**src/rtl/rv32_pkg.sv**
```systemverilog
// Shared RV32I back-end definitions: write-back select codes, load/store
// func3 codes, the canonical NOP and the pipeline-register layouts.
package rv32_pkg;

    localparam logic [1:0] WB_ALU = 2'b00;
    localparam logic [1:0] WB_MEM = 2'b01;
    localparam logic [1:0] WB_PC4 = 2'b10;

    localparam logic [2:0] F3_B  = 3'b000;
    localparam logic [2:0] F3_H  = 3'b001;
    localparam logic [2:0] F3_W  = 3'b010;
    localparam logic [2:0] F3_BU = 3'b100;
    localparam logic [2:0] F3_HU = 3'b101;

    localparam logic [31:0] NOP = 32'h0000_0013;

    typedef struct packed {
        logic [31:0] alu;
        logic [31:0] sdata;
        logic [31:0] pc4;
        logic [31:0] instr;
        logic [4:0]  rd;
        logic        w_en;
        logic        wd_en;
        logic        rd_en;
        logic [2:0]  op;
        logic [1:0]  wbsel;
    } exmem_t;

    typedef struct packed {
        logic [4:0]  rd;
        logic        w_en;
        logic [1:0]  wbsel;
        logic [2:0]  op;
        logic [1:0]  off;
        logic [31:0] alu;
        logic [31:0] pc4;
        logic [31:0] instr;
    } memwb_t;

endpackage

```
**src/rtl/mem_writeback_if.sv**
```systemverilog
// Data-memory port: address/strobes/store data out, synchronous read data in.
interface mem_writeback_if;

    logic [31:0] dmem_addr;
    logic [31:0] dmem_wdata;
    logic [3:0]  dmem_be;
    logic        dmem_we;
    logic        dmem_re;
    logic [31:0] dmem_rdata;

    modport master (
        output dmem_addr, dmem_wdata, dmem_be, dmem_we, dmem_re,
        input  dmem_rdata
    );

    modport slave (
        input  dmem_addr, dmem_wdata, dmem_be, dmem_we, dmem_re,
        output dmem_rdata
    );

endinterface

```
**src/rtl/mem_writeback_load_align.sv**
```systemverilog
// Load alignment: picks the addressed byte/half out of the read word and
// sign- or zero-extends it; undefined func3 codes return the whole word.
module load_align
    import rv32_pkg::*;
(
    input  logic [31:0] rdata_i,
    input  logic [1:0]  off_i,
    input  logic [2:0]  f3_i,
    output logic [31:0] data_o
);

    logic [7:0]  byte_v;
    logic [15:0] half_v;

    // Lane selection and extension
    always_comb begin
        case (off_i)
            2'd0:    byte_v = rdata_i[7:0];
            2'd1:    byte_v = rdata_i[15:8];
            2'd2:    byte_v = rdata_i[23:16];
            default: byte_v = rdata_i[31:24];
        endcase
        half_v = off_i[1] ? rdata_i[31:16] : rdata_i[15:0];
        case (f3_i)
            F3_B:    data_o = {{24{byte_v[7]}}, byte_v};
            F3_BU:   data_o = {24'b0, byte_v};
            F3_H:    data_o = {{16{half_v[15]}}, half_v};
            F3_HU:   data_o = {16'b0, half_v};
            default: data_o = rdata_i;
        endcase
    end

endmodule

```
**src/rtl/mem_writeback.sv**
```systemverilog
// RV32I back end: EX/MEM and MEM/WB pipeline registers, data-memory port
// drive and write-back value selection for the register file.
module mem_writeback
    import rv32_pkg::*;
#(
    parameter int XLEN = 32
) (
    input  logic            clk,
    input  logic            rst,
    input  logic            Flush,
    input  logic [XLEN-1:0] ALUResultE,
    input  logic [XLEN-1:0] StoreDataE,
    input  logic [XLEN-1:0] PCE_4,
    input  logic [XLEN-1:0] Instruction_Execute,
    input  logic [4:0]      RDE,
    input  logic            w_enE,
    input  logic            wd_enE,
    input  logic            rd_enE,
    input  logic [2:0]      op_selE,
    input  logic [1:0]      WBSelE,
    mem_writeback_if.master dmem,
    output logic [XLEN-1:0] ALUResultM,
    output logic [4:0]      RDM,
    output logic            w_enM,
    output logic            w_enW,
    output logic [4:0]      RDW,
    output logic [XLEN-1:0] result,
    output logic [XLEN-1:0] Instruction_W
);

    exmem_t      exmem_d, exmem_q;
    memwb_t      memwb_d, memwb_q;
    logic [31:0] load_data;
    logic [1:0]  off_m;

    // EX/MEM capture; a flushed slot becomes a NOP bubble with all enables low
    always_comb begin
        exmem_d = '0;
        if (Flush) begin
            exmem_d.instr = NOP;
        end else begin
            exmem_d.alu   = ALUResultE;
            exmem_d.sdata = StoreDataE;
            exmem_d.pc4   = PCE_4;
            exmem_d.instr = Instruction_Execute;
            exmem_d.rd    = RDE;
            exmem_d.w_en  = w_enE;
            exmem_d.wd_en = wd_enE;
            exmem_d.rd_en = rd_enE;
            exmem_d.op    = op_selE;
            exmem_d.wbsel = WBSelE;
        end
    end

    // EX/MEM register
    always_ff @(posedge clk or negedge rst) begin
        if (!rst) exmem_q <= '0;
        else      exmem_q <= exmem_d;
    end

    assign off_m = exmem_q.alu[1:0];

    // Memory port: lane-replicated store data and width-based byte enables
    always_comb begin
        dmem.dmem_addr = {exmem_q.alu[31:2], 2'b00};
        dmem.dmem_we   = exmem_q.wd_en;
        dmem.dmem_re   = exmem_q.rd_en;
        case (exmem_q.op[1:0])
            2'b00: begin
                dmem.dmem_wdata = {4{exmem_q.sdata[7:0]}};
                dmem.dmem_be    = 4'b0001 << off_m;
            end
            2'b01: begin
                dmem.dmem_wdata = {2{exmem_q.sdata[15:0]}};
                dmem.dmem_be    = off_m[1] ? 4'b1100 : 4'b0011;
            end
            default: begin
                dmem.dmem_wdata = exmem_q.sdata;
                dmem.dmem_be    = 4'b1111;
            end
        endcase
        if (!(exmem_q.wd_en || exmem_q.rd_en)) dmem.dmem_be = '0;
    end

    assign ALUResultM = exmem_q.alu;
    assign RDM        = exmem_q.rd;
    assign w_enM      = exmem_q.w_en;

    // MEM/WB capture; in-flight M instructions always retire
    always_comb begin
        memwb_d       = '0;
        memwb_d.rd    = exmem_q.rd;
        memwb_d.w_en  = exmem_q.w_en;
        memwb_d.wbsel = exmem_q.wbsel;
        memwb_d.op    = exmem_q.op;
        memwb_d.off   = off_m;
        memwb_d.alu   = exmem_q.alu;
        memwb_d.pc4   = exmem_q.pc4;
        memwb_d.instr = exmem_q.instr;
    end

    // MEM/WB register
    always_ff @(posedge clk or negedge rst) begin
        if (!rst) memwb_q <= '0;
        else      memwb_q <= memwb_d;
    end

    load_align u_load_align (
        .rdata_i (dmem.dmem_rdata),
        .off_i   (memwb_q.off),
        .f3_i    (memwb_q.op),
        .data_o  (load_data)
    );

    // Write-back value select
    always_comb begin
        case (memwb_q.wbsel)
            WB_MEM:  result = load_data;
            WB_PC4:  result = memwb_q.pc4;
            default: result = memwb_q.alu;
        endcase
    end

    assign w_enW         = memwb_q.w_en && (memwb_q.rd != 5'd0);
    assign RDW           = memwb_q.rd;
    assign Instruction_W = memwb_q.instr;

endmodule

```
**src/flat_wrapper.sv**
```systemverilog
// flat-port wrapper written by rule: the top's interface ports become plain ports
module mem_writeback_flat import rv32_pkg::*;
#(
    parameter int XLEN = 32
)
  (clk, rst, Flush, ALUResultE, StoreDataE, PCE_4, Instruction_Execute, RDE, w_enE, wd_enE, rd_enE, op_selE, WBSelE, ALUResultM, RDM, w_enM, w_enW, RDW, result, Instruction_W, dmem_dmem_addr, dmem_dmem_wdata, dmem_dmem_be, dmem_dmem_we, dmem_dmem_re, dmem_dmem_rdata);
  mem_writeback_if dmem_i ();
  input  logic clk;
  input  logic rst;
  input  logic Flush;
  input  logic [XLEN-1:0] ALUResultE;
  input  logic [XLEN-1:0] StoreDataE;
  input  logic [XLEN-1:0] PCE_4;
  input  logic [XLEN-1:0] Instruction_Execute;
  input  logic [4:0] RDE;
  input  logic w_enE;
  input  logic wd_enE;
  input  logic rd_enE;
  input  logic [2:0] op_selE;
  input  logic [1:0] WBSelE;
  output logic [XLEN-1:0] ALUResultM;
  output logic [4:0] RDM;
  output logic w_enM;
  output logic w_enW;
  output logic [4:0] RDW;
  output logic [XLEN-1:0] result;
  output logic [XLEN-1:0] Instruction_W;
  output wire logic [$bits(dmem_i.dmem_addr)-1:0] dmem_dmem_addr;
  output wire logic [$bits(dmem_i.dmem_wdata)-1:0] dmem_dmem_wdata;
  output wire logic [$bits(dmem_i.dmem_be)-1:0] dmem_dmem_be;
  output wire logic [$bits(dmem_i.dmem_we)-1:0] dmem_dmem_we;
  output wire logic [$bits(dmem_i.dmem_re)-1:0] dmem_dmem_re;
  input wire logic [$bits(dmem_i.dmem_rdata)-1:0] dmem_dmem_rdata;
  assign dmem_dmem_addr = dmem_i.dmem_addr;
  assign dmem_dmem_wdata = dmem_i.dmem_wdata;
  assign dmem_dmem_be = dmem_i.dmem_be;
  assign dmem_dmem_we = dmem_i.dmem_we;
  assign dmem_dmem_re = dmem_i.dmem_re;
  assign dmem_i.dmem_rdata = dmem_dmem_rdata;
  mem_writeback #(.XLEN(XLEN)) u_core (.clk(clk), .rst(rst), .Flush(Flush), .ALUResultE(ALUResultE), .StoreDataE(StoreDataE), .PCE_4(PCE_4), .Instruction_Execute(Instruction_Execute), .RDE(RDE), .w_enE(w_enE), .wd_enE(wd_enE), .rd_enE(rd_enE), .op_selE(op_selE), .WBSelE(WBSelE), .dmem(dmem_i), .ALUResultM(ALUResultM), .RDM(RDM), .w_enM(w_enM), .w_enW(w_enW), .RDW(RDW), .result(result), .Instruction_W(Instruction_W));
endmodule
```
**config.mk**
```make
export PLATFORM = sky130hd
export DESIGN_NAME = mem_writeback_flat
export DESIGN_NICKNAME = d
export VERILOG_FILES = /design/src/rtl/rv32_pkg.sv /design/src/rtl/mem_writeback_if.sv /design/src/rtl/mem_writeback_load_align.sv /design/src/rtl/mem_writeback.sv /design/src/flat_wrapper.sv
export SDC_FILE = /design/constraint.sdc
export NUM_CORES = 1
export LEC_CHECK = 0
export ABC_AREA = 1
export ABC_CLOCK_PERIOD_IN_PS = 4700
export CAP_MARGIN = 15
export CORE_ASPECT_RATIO = 0.6
export CORE_MARGIN = 2
export CORE_UTILIZATION = 50
export CTS_BUF_LIST = sky130_fd_sc_hd__clkbuf_8
export CTS_CLUSTER_SIZE = 12
export DETAILED_ROUTE_END_ITERATION = 10
export HOLD_SLACK_MARGIN = 0.1
export PLACE_DENSITY_LB_ADDON = 0.15
export SLEW_MARGIN = 20
export SYNTH_ARGS = -nofsm -noshare
export SYNTH_HDL_FRONTEND = slang
export SYNTH_SLANG_ARGS = --single-unit
```
**constraint.sdc**
```tcl
create_clock -name clk -period 4.7 [get_ports clk]
set_clock_uncertainty 0.05 [all_clocks]
set_input_delay 0.94 -clock clk [delete_from_list [all_inputs] [get_ports clk]]
set_output_delay 0.94 -clock clk [all_outputs]
set_load 0.005 [all_outputs]
```
==> flow_metrics.env <==
export IMPL_die_h_um=113
export IMPL_required_ns=3.71
export IMPL_clockBufferDepth=3
export IMPL_regToRegSetupSlack_ns=3.61
export IMPL_clkSinkCount=248
export IMPL_worst_path_max_delay_cell="dfrtp_1"
export IMPL_cp_max_fo=29
export IMPL_clkLatencyLatePin_ns=0.50
export IMPL_ys_ff_latch=248
export IMPL_worst_pin_slew_ns=0.873
export IMPL_pre_cts_ws_ns=0.841
export IMPL_path_class="register to output port"
export IMPL_gp_congestion=0.899
export IMPL_worstPathCellList="inv_2, nand2_1, o21ai_0, nand2_1, nand3_1, a21oi_1, clkdlybuf4s50_1"
export IMPL_yosysSeqAreaShare=0.622
export IMPL_drive_gt1_frac=0.0665
export IMPL_areaGrowthSynthToFinish_pct=36.4
export IMPL_slew_viol_final=0
export IMPL_mostFrequentLayoutCell="clkdlybuf4s50_1"
export IMPL_post_cts_resized=0
export IMPL_grt_setup_unrepaired="false"
export IMPL_synth_distinct_cells=30
export IMPL_first_iter_violations=450
export IMPL_arrival_ns=2.96
export IMPL_grtUsageTotal=0.253
export IMPL_reg2reg_to="u_core.memwb_q[99]"
export IMPL_period_share=0.840
export IMPL_first_global_vias=7408
export IMPL_netlist_instances=1055
export IMPL_setup_viol=0
export IMPL_antenna_cells=0
export IMPL_wirelength_um=26600
export IMPL_clock_root_buffer="clkbuf_8"
export IMPL_ys_warn_count=0
export IMPL_peakVddDrop_mv=0.247
export IMPL_min_from="u_core.exmem_q[56]"
export IMPL_cap_violations=0
export IMPL_io_pins=354
export IMPL_timing_fmax_mhz=253
export IMPL_dieArea_sq_um=21100
export IMPL_whs_endpoint="u_core.memwb_q[43]"
export IMPL_dpl_hpwl_um=19300
export IMPL_worstRegToRegCells=0
export IMPL_critPathMaxStageDelay_ns=0.53
export IMPL_remaining_drc_errors=0
export IMPL_worstReg2RegStart="u_core.exmem_q[3]"
export IMPL_grt_ovfl_total=0
export IMPL_holdPathStages=0
export IMPL_layout_min_cycle_time_ns=3.95
export IMPL_hp_class="register to register"
export IMPL_total_leakage_power_nw=6.86
export IMPL_max_slew_margin_rel=0.418
export IMPL_layout_common_cells="349 x clkdlybuf4s50_1, 248 x dfrtp_1, 217 x nor2_1, 164 x inv_1, 153 x nand2_1"
export IMPL_rows=39
export IMPL_die_w_um=186
export IMPL_cp_common_cell="nand2_1"
export IMPL_endpoint_kind="output port"
export IMPL_final_antenna_net_count=0
export IMPL_numCtsBuffers=36
export IMPL_fin_tns_setup_ns=0
export IMPL_postSynthAreaPerCell_sq_um=9.46
export IMPL_drt_pass1_iter_count=5
export IMPL_p_total_mw=4.81
export IMPL_grt_max_degree=121
export IMPL_portBuffers=351
export IMPL_synth_area_sq_um=9980
export IMPL_setup_slack_ns=0.750
export IMPL_initial_core_util=0.518
export IMPL_wire_per_inst_um=16.8
export IMPL_status="finished clean"
export IMPL_post_cts_buffers=0
export IMPL_antenna_found_initial=2
export IMPL_avgViaCountPerCell=4.61
export IMPL_grt_pass1_wl_um=40900
export IMPL_hold_viol_final=0
export IMPL_p_per_area_nw_per_um2=353
export IMPL_critPathLaunchType="register"
export IMPL_clkTransAtPathRegs_ns=0.08
export IMPL_vias=7325
export IMPL_cts_max_level=2
export IMPL_cts_hold_buffers=0
export IMPL_cts_tree="built"
export IMPL_core_area_sq_um=19300
export IMPL_layout_nets=1479
synth_stat cells:
master	count	area (sq um)
nor2_2	1	6.26
a21oi_2	9	78.8
buf_8	1	15.0
nand2_2	1	6.26
dfrtp_1	248	6210
nand3_2	1	10.0
nand2_1	153	574
buf_6	1	11.3
inv_2	4	15.0
nand2_4	1	11.3
inv_1	156	586
ha_1	2	25.0
nor2_1	217	815
clkbuf_1	24	90.1
o21ai_0	16	80.1
buf_4	115	863
nor2_4	3	33.8
nand3_1	16	80.1
dlymetal6s2s_1	1	12.5
clkbuf_2	1	5.00
nand4_1	1	6.26
a21oi_1	63	315
conb_1	1	3.75
buf_2	6	30.0
nand3_4	1	17.5
o41ai_1	1	8.76
o21ai_1	2	10.0
clkinv_1	1	3.75
or2_2	5	31.3
dlygate4sd1_1	3	26.3
logic make-up (layout without fill, tap and decap cells):
group,after synthesis,in the layout,share of synthesized area
adders and majority gates,2,2,0.00251
and+or+nand+nor,400,400,0.160
other,1,2,0.000376
DFF,248,248,0.622
buffers and inverters,313,580,0.166
AOI/OAI and AO/OA,91,91,0.0494
area by class of cell:
| class | instances | area (sq um) |
|---|---|---|
| clock inverters | 12 | 104 |
| inverters | 161 | 604 |
| multi-input cells | 495 | 2120 |
| fillers | 1483 | 5660 |
| flip-flops and latches | 248 | 6210 |
| clock buffers | 48 | 661 |
| well taps | 266 | 333 |
| repair buffers | 359 | 3590 |
how the worst max path moves through the flow:
stage                   startpoint         end  slack [ns]  cells after the start
2_1_floorplan  dmem_dmem_rdata[31]  result[28]        2.00                      9
3_3_place_gp   dmem_dmem_rdata[31]  result[25]        0.88                     10
3_5_place_dp   dmem_dmem_rdata[23]  result[31]        0.84                     10
4_1_cts         u_core.memwb_q[99]   result[2]        0.77                      7
5_1_grt         u_core.memwb_q[99]   result[2]        0.57                      7
6_report        u_core.memwb_q[99]   result[2]        0.75                      7
registers in the layout, indices dropped and copies added, names as in the netlist:
signal                cells
u_core.ALUResultM        32
u_core.Instruction_W     32
u_core.RDM                5
u_core.RDW                5
u_core.dmem.dmem_re       1
u_core.dmem.dmem_we       1
u_core.exmem_q          101
u_core.memwb_q           70
u_core.w_enM              1
stage by stage:
step | instances | area (sq um) | hold WS, ns | util
floorplan | 1056 | 9980 | 0.281 | -
global placement | 1529 | 12800 | 0.281 | 0.667
detailed placement | 1529 | 12800 | 0.285 | 0.667
CTS | 1589 | 13600 | 0.294 | 0.706
global route | 1589 | 13600 | 0.299 | 0.706
finish | 1589 | 13600 | 0.291 | 0.706
critical path, delay by kind of cell, from the launching register on:
kind,cells,cell delay (ns)
DFF,1,0.53
and+or+nand+nor,3,0.53
buffers and inverters,2,0.94
AOI/OAI and AO/OA,2,0.47
layer usage:
metal,global-route usage,vias up,part of all wire
li1,-,3505,-
met5,0,-,0.00049
met2,0.409,328,0.47
met1,0.329,3451,0.41
met3,0.0880,39,0.10
met4,0.0731,2,0.021
report_power, final:
| part | internal (mW) | switching, mW | total, mW |
|---|---|---|---|
| sequential | 2.24 | 0.0528 | 2.30 |
| combinational | 0.388 | 0.322 | 0.710 |
| clock | 1.02 | 0.786 | 1.80 |
| total | 3.65 | 1.16 | 4.81 |
No activity file was read; power rests on OpenSTA's default activity.
